==> config.mk <==
export PLATFORM = sky130hd
export DESIGN_NAME = int_controller_flat
export DESIGN_NICKNAME = d
export VERILOG_FILES = /design/src/rtl/intc_pkg.sv /design/src/rtl/intc_if.sv /design/src/rtl/intc_prio_enc.sv /design/src/rtl/int_controller.sv /design/src/flat_wrapper.sv
export SDC_FILE = /design/constraint.sdc
export NUM_CORES = 1
export LEC_CHECK = 0
export BUFFER_PORTS_ARGS = -buffer_cell sky130_fd_sc_hd__buf_2
export CAP_MARGIN = 10
export CORE_AREA = 5 5 66 68
export CTS_CLUSTER_DIAMETER = 120
export DETAILED_ROUTE_END_ITERATION = 16
export DIE_AREA = 0 0 71 73
export PLACE_DENSITY = 0.76
export RECOVER_POWER = 25
export SLEW_MARGIN = 10
export SYNTH_ARGS = -nofsm -noshare
export SYNTH_HDL_FRONTEND = slang
export SYNTH_SLANG_ARGS = --single-unit
export TNS_END_PERCENT = 5
==> constraint.sdc <==
create_clock -name clk -period 4.6 [get_ports clk]
set_input_delay 0.69 -clock clk [delete_from_list [all_inputs] [get_ports clk]]
set_output_delay 0.69 -clock clk [all_outputs]
set_load 0.05 [all_outputs]
==> src/rtl/intc_pkg.sv <==
// Shared constants for the interrupt controller: FSM encoding and default sizing.
// INTC_ROUND_ROBIN_EN (optional) switches arbitration from fixed priority to round robin.
package intc_pkg;

    localparam int NUM_SRC_DEF = 8;
    localparam int VEC_W_DEF   = 4;

    localparam logic [1:0] ST_IDLE    = 2'd0;
    localparam logic [1:0] ST_REQ     = 2'd1;
    localparam logic [1:0] ST_SERVICE = 2'd2;

endpackage

==> src/rtl/intc_if.sv <==
// Request/acknowledge handshake between the interrupt controller and the CPU control unit.
interface intc_if
    import intc_pkg::*;
#(
    parameter int VEC_W = VEC_W_DEF
);
    logic             int_req;
    logic [VEC_W-1:0] int_vector;
    logic             int_ack;
    logic             int_done;
    logic             in_service;

    modport master (
        output int_req,
        output int_vector,
        output in_service,
        input  int_ack,
        input  int_done
    );

    modport slave (
        input  int_req,
        input  int_vector,
        input  in_service,
        output int_ack,
        output int_done
    );
endinterface

==> src/rtl/intc_prio_enc.sv <==
// Combinational arbiter: first set bit of eligible, searching upward from base and wrapping.
module intc_prio_enc
    import intc_pkg::*;
#(
    parameter int NUM_SRC = NUM_SRC_DEF,
    parameter int VEC_W   = VEC_W_DEF
) (
    input  logic [NUM_SRC-1:0] eligible,
    input  logic [VEC_W-1:0]   base,
    output logic               found,
    output logic [VEC_W-1:0]   idx
);

    // NOTE: every output gets a default before the loop so no path leaves it unassigned (no latch).
    always_comb begin
        int j;
        found = 1'b0;
        idx   = '0;
        j     = 0;
        for (int k = 0; k < NUM_SRC; k++) begin
            j = int'(base) + k;
            if (j >= NUM_SRC) j = j - NUM_SRC;
            if (!found && eligible[j]) begin
                found = 1'b1;
                idx   = VEC_W'(j);
            end
        end
    end

endmodule

==> src/rtl/int_controller.sv <==
// Multi-source interrupt controller: sync + edge detect, pending/mask/GIE, one-at-a-time handshake.
// Define INTC_ROUND_ROBIN_EN to rotate arbitration priority past the last served source.
module int_controller
    import intc_pkg::*;
#(
    parameter int NUM_SRC = NUM_SRC_DEF,
    parameter int VEC_W   = VEC_W_DEF
) (
    input  logic               clk,
    input  logic               rst_n,
    input  logic [NUM_SRC-1:0] irq,
    input  logic               mask_wr,
    input  logic [NUM_SRC-1:0] mask_din,
    input  logic               gie_set,
    input  logic               gie_clr,
    intc_if.master             cpu,
    output logic [NUM_SRC-1:0] pending,
    output logic [NUM_SRC-1:0] mask,
    output logic               gie
);

    logic [NUM_SRC-1:0] sync1_q, sync2_q, prev_q;
    logic [NUM_SRC-1:0] pending_q, pending_d, mask_q;
    logic [NUM_SRC-1:0] rise, eligible, clr_vec;
    logic [1:0]         state_q, state_d;
    logic               req_q, req_d, svc_q, svc_d, gie_q, gie_d;
    logic [VEC_W-1:0]   vec_q, vec_d, base, win_idx;
    logic               win_found, take;

    // NOTE: flops use non-blocking assignments so every stage samples the pre-edge value.
    always_ff @(posedge clk or negedge rst_n) begin
        if (!rst_n) begin
            sync1_q <= '0;
            sync2_q <= '0;
            prev_q  <= '0;
        end else begin
            sync1_q <= irq;
            sync2_q <= sync1_q;
            prev_q  <= sync2_q;
        end
    end

    assign rise     = sync2_q & ~prev_q;
    assign eligible = gie_q ? (pending_q & ~mask_q) : '0;
    assign take     = (state_q == ST_REQ) && cpu.int_ack;
    assign clr_vec  = take ? (NUM_SRC'(1) << vec_q) : '0;
    // A fresh edge on the source being acknowledged must survive the clear.
    assign pending_d = (pending_q & ~clr_vec) | rise;

`ifdef INTC_ROUND_ROBIN_EN
    logic [VEC_W-1:0] last_q;

    always_ff @(posedge clk or negedge rst_n) begin
        if (!rst_n)    last_q <= VEC_W'(NUM_SRC - 1);
        else if (take) last_q <= vec_q;
    end

    assign base = (last_q == VEC_W'(NUM_SRC - 1)) ? '0 : last_q + 1'b1;
`else
    assign base = '0;
`endif

    intc_prio_enc #(.NUM_SRC(NUM_SRC), .VEC_W(VEC_W)) u_prio (
        .eligible (eligible),
        .base     (base),
        .found    (win_found),
        .idx      (win_idx)
    );

    always_comb begin
        state_d = state_q;
        req_d   = req_q;
        svc_d   = svc_q;
        vec_d   = vec_q;
        gie_d   = gie_q;
        if (state_q != ST_SERVICE) begin
            if (gie_clr)      gie_d = 1'b0;
            else if (gie_set) gie_d = 1'b1;
        end
        case (state_q)
            ST_IDLE: if (win_found) begin
                vec_d   = win_idx;
                req_d   = 1'b1;
                state_d = ST_REQ;
            end
            ST_REQ: if (cpu.int_ack) begin
                req_d   = 1'b0;
                svc_d   = 1'b1;
                gie_d   = 1'b0;
                state_d = ST_SERVICE;
            end
            ST_SERVICE: if (cpu.int_done) begin
                svc_d   = 1'b0;
                gie_d   = 1'b1;
                state_d = ST_IDLE;
            end
            default: begin
                req_d   = 1'b0;
                svc_d   = 1'b0;
                state_d = ST_IDLE;
            end
        endcase
    end

    always_ff @(posedge clk or negedge rst_n) begin
        if (!rst_n) begin
            state_q   <= ST_IDLE;
            req_q     <= 1'b0;
            svc_q     <= 1'b0;
            vec_q     <= '0;
            gie_q     <= 1'b0;
            pending_q <= '0;
            mask_q    <= '1;
        end else begin
            state_q   <= state_d;
            req_q     <= req_d;
            svc_q     <= svc_d;
            vec_q     <= vec_d;
            gie_q     <= gie_d;
            pending_q <= pending_d;
            if (mask_wr) mask_q <= mask_din;
        end
    end

    assign cpu.int_req    = req_q;
    assign cpu.int_vector = vec_q;
    assign cpu.in_service = svc_q;
    assign pending        = pending_q;
    assign mask           = mask_q;
    assign gie            = gie_q;

endmodule

==> src/flat_wrapper.sv <==
// flat-port wrapper written by rule: the top's interface ports become plain ports
module int_controller_flat import intc_pkg::*;
#(
    parameter int NUM_SRC = NUM_SRC_DEF,
    parameter int VEC_W   = VEC_W_DEF
)
  (clk, rst_n, irq, mask_wr, mask_din, gie_set, gie_clr, pending, mask, gie, cpu_int_req, cpu_int_vector, cpu_in_service, cpu_int_ack, cpu_int_done);
  intc_if #(.VEC_W(VEC_W)) cpu_i ();
  input  logic clk;
  input  logic rst_n;
  input  logic [NUM_SRC-1:0] irq;
  input  logic mask_wr;
  input  logic [NUM_SRC-1:0] mask_din;
  input  logic gie_set;
  input  logic gie_clr;
  output logic [NUM_SRC-1:0] pending;
  output logic [NUM_SRC-1:0] mask;
  output logic gie;
  output wire logic [$bits(cpu_i.int_req)-1:0] cpu_int_req;
  output wire logic [$bits(cpu_i.int_vector)-1:0] cpu_int_vector;
  output wire logic [$bits(cpu_i.in_service)-1:0] cpu_in_service;
  input wire logic [$bits(cpu_i.int_ack)-1:0] cpu_int_ack;
  input wire logic [$bits(cpu_i.int_done)-1:0] cpu_int_done;
  assign cpu_int_req = cpu_i.int_req;
  assign cpu_int_vector = cpu_i.int_vector;
  assign cpu_in_service = cpu_i.in_service;
  assign cpu_i.int_ack = cpu_int_ack;
  assign cpu_i.int_done = cpu_int_done;
  int_controller #(.NUM_SRC(NUM_SRC), .VEC_W(VEC_W)) u_core (.clk(clk), .rst_n(rst_n), .irq(irq), .mask_wr(mask_wr), .mask_din(mask_din), .gie_set(gie_set), .gie_clr(gie_clr), .cpu(cpu_i), .pending(pending), .mask(mask), .gie(gie));
endmodule
==> results.md <==
* Initial Utilization at between 40% and 50%
* Final Power at 1310 µW
* Synth area leaders: dfrtp_1 (55%), dfstp_2 (12%), mux2_2 (4.9%)
* Final Max Slew Viols at 0
* Buffers on Ports at 44
* Post-Syn Instances at 144
* Final Setup Violations at 0
* Syn avg cell area at 12.7 µm²
* Worst path bufs/invs at 1
* Root buffer cell: clkbuf_8
* Placed Area at around 0.0021 mm²
* Final ANT Viol Nets at 0
* Placement row count at 23
* GP Congestion at around 0.90
* Post-CTS resize count at 0
* VDD IR max at between 0.0003 and 0.0004 V
* Critical-path top delay cell: dfstp_2
* CP max FO at 3
* Hold wc startpoint: u_core.sync1_q[4]
* Critical path required time at 3910 ps
* WL per Instance at around 14 µm
* Hold WC Path Type: flip-flop to flip-flop
* Post-synth ARST share at 100%
* Min Tclk post-route at between 1500 and 2000 ps
* Peak Freq at 0.544 GHz
* Static Leak at just over 0.001 µW
* Worst path depth at 1
* Final net count at roughly 220
* Initial antenna violation count at 0
* Reg-to-reg critical path endpoint: u_core.state_q[1]
* Reg2reg setup slack at 2860 ps
* Top cell type by total area after synthesis: dfrtp_1
* Area of the core at 0.00380 mm²
* Layout area overhead at 20.3%
* Worst Skew at 4.78 ps
* Worst-Margin Slew at approximately 1000 ps
* Syn nets at 170
* Vias in the first global route at approximately 1,400
* DR vias at roughly 1,300
* Total CTS buffers at 5
* DR iter-0 viols at 53
* Synth Flop Type: dfrtp_1
* First-pass GRT wire length at about 6 mm
* Antenna cells at 0
* Die width at around 70 µm
* Run status: complete, no violations
* Die Y at about 73 µm
* Final instance area at 0.00220 mm²
* Vias per cell at 5.22
* CTS max path bufs at 2
* CP Launch Type: flip-flop
* R2r startpoint: u_core.mask[4]
* Max_cap viols at 0
* Die ar. at between 0.005 and 0.006 mm²
* Clock latency on the worst-skew pair at approximately 300 ps
* CP Launch Point: u_core.mask[4]
* Final hold slack at roughly 350 ps
* Yosys warning count at 0
* Fillers at around 340
* Remaining global-route overflow at 0
* DR DRC count at 0
* Setup tns final at 0 ps
* Largest net degree at the start of global routing at 49
* Worst Setup EP: mask[4]
* Syn Std Cell Area at 0.00183 mm²
* Worst R2R Path Depth at 4
* CP Cell Sequence: buf_2
* Post-synth top area share at 54.8%
* Final WL at 3.48 mm
* Ports at 46
* Final Cycle Share at 40.0%
* CP Class: flip-flop to output pin
* # clock sinks at 48
* Final Hold Fails at 0
* RSZ-0062 raised after global routing: no
* Initial DRT Pass Iterations at 4
* Total GRT Usage at between 10% and 20%
* H-tree levels at 2
* Layout cells sized above 1 at a little over a third
* Largest stage delay, worst path at 570 ps
* Worst Path Arrival at 1150 ps
* Yosys cell types at 31
* CP top delay family: flip-flops
* Number of flops mapped to enable cells by yosys at 0
* CP Capture Type: output pin
* Dpl hpwl at about 2.7 mm
* CTS tree: yes
* Relative slew slack at 33.4%
* Seq/Total Area, Yosys at 66.3%
* Synthesis-stage register bit count at 48
* Clk pin slew, worst setup/hold paths at 80 ps
* Post-CTS setup buffers at 0
* Finished Core Util at between 50% and 60%
* PD cells at approximately 600 mW/mm²
* Hold-fix buffer count after cts at 0
-- area by class of cell --
| class | instances | area, µm² | area share (%) |
|---|---|---|---|
| sequential | 48 | 1210 | 55.2 |
| clock inverter | 2 | 17.5 | 0.798 |
| timing repair buffer | 44 | 219 | 9.97 |
| multi-input combinational | 79 | 547 | 24.9 |
| clock buffer | 6 | 82.6 | 3.76 |
| inverter | 15 | 56.3 | 2.56 |
| tap | 50 | 62.6 | 2.85 |
-- through the flow --
stage,setup WS [ps],std cells
finish,2760,244
global route,2730,244
CTS,2750,244
detailed placement,2880,236
global placement,2950,236
floorplan,2770,144
-- cell usage after synthesis, types with 2 or more instances --
cell and instances:
o21ai_0 17, a21oi_1 8, inv_1 15, nor2_1 2, nand2b_1 8, a22oi_1 2, nand3_1 2, nor2b_1 7
o31ai_1 2, mux2_2 8, nand2_1 4, ha_1 3, dfstp_2 8, nor3_1 2, dfrtp_1 40
-- power by group --
group | switching [µW] | internal (µW)
combinational | 344 | 147
sequential | 60.2 | 495
clock | 142 | 126
-- state kept, by name, summed over array words and instances (netlist names) --
name,count
u_core.state_q,2
u_core.cpu.int_req,1
u_core.mask,8
u_core.pending,8
u_core.cpu.int_vector,3
u_core.cpu.in_service,1
u_core.sync2_q,8
u_core.gie,1
u_core.prev_q,8
u_core.sync1_q,8
-- layout by cell type, fill, tap and decap left out, types with 3 or more instances in the layout --
cell type / instances
mux2_2: 8
o21ai_0: 17
nand2_1: 4
inv_1: 15
clkbuf_8: 6
nand2b_1: 8
nor2b_1: 7
dfrtp_1: 40
dfstp_2: 8
buf_2: 43
ha_1: 3
a21oi_1: 8
-- how the worst min path moves through the flow --
stage	end	depth (start not counted)	slack (ps)
6_report	u_core.sync2_q[4]	0	350
5_1_grt	u_core.sync2_q[4]	0	360
4_1_cts	u_core.sync2_q[4]	0	350
3_3_place_gp	u_core.sync2_q[5]	0	330
3_5_place_dp	u_core.sync2_q[4]	0	330
2_1_floorplan	u_core.sync2_q[0]	0	330
-- worst reg2reg max path: stages, from the launching register on --
cell     delay [ps]
dfstp_2         570
nor2b_4          50
o41a_1          500
o311a_1         330
o32a_1          180
-- layer usage --
| layer | vias up | GRT usage, % | wire, µm |
|---|---|---|---|
| li1 | 589 | - | - |
| met1 | 643 | 15.4 | 1260 |
| met2 | 29 | 27.6 | 1930 |
| met3 | 12 | 4.41 | 186 |
| met4 | 0 | 8.35 | 100 |
| met5 | - | 0 | 0 |
-- cell families (layout without fill, tap and decap cells) --
group	count (synthesis)	in the layout	share of synthesized area (%)
fa+ha+maj	3	3	2.06
compound gates	40	40	14.1
mux	8	8	4.94
simple gates	27	27	8.64
buf+inv	17	67	3.70
flops	48	48	66.3
other cells	1	1	0.205
(Power assumes the default switching activity.)
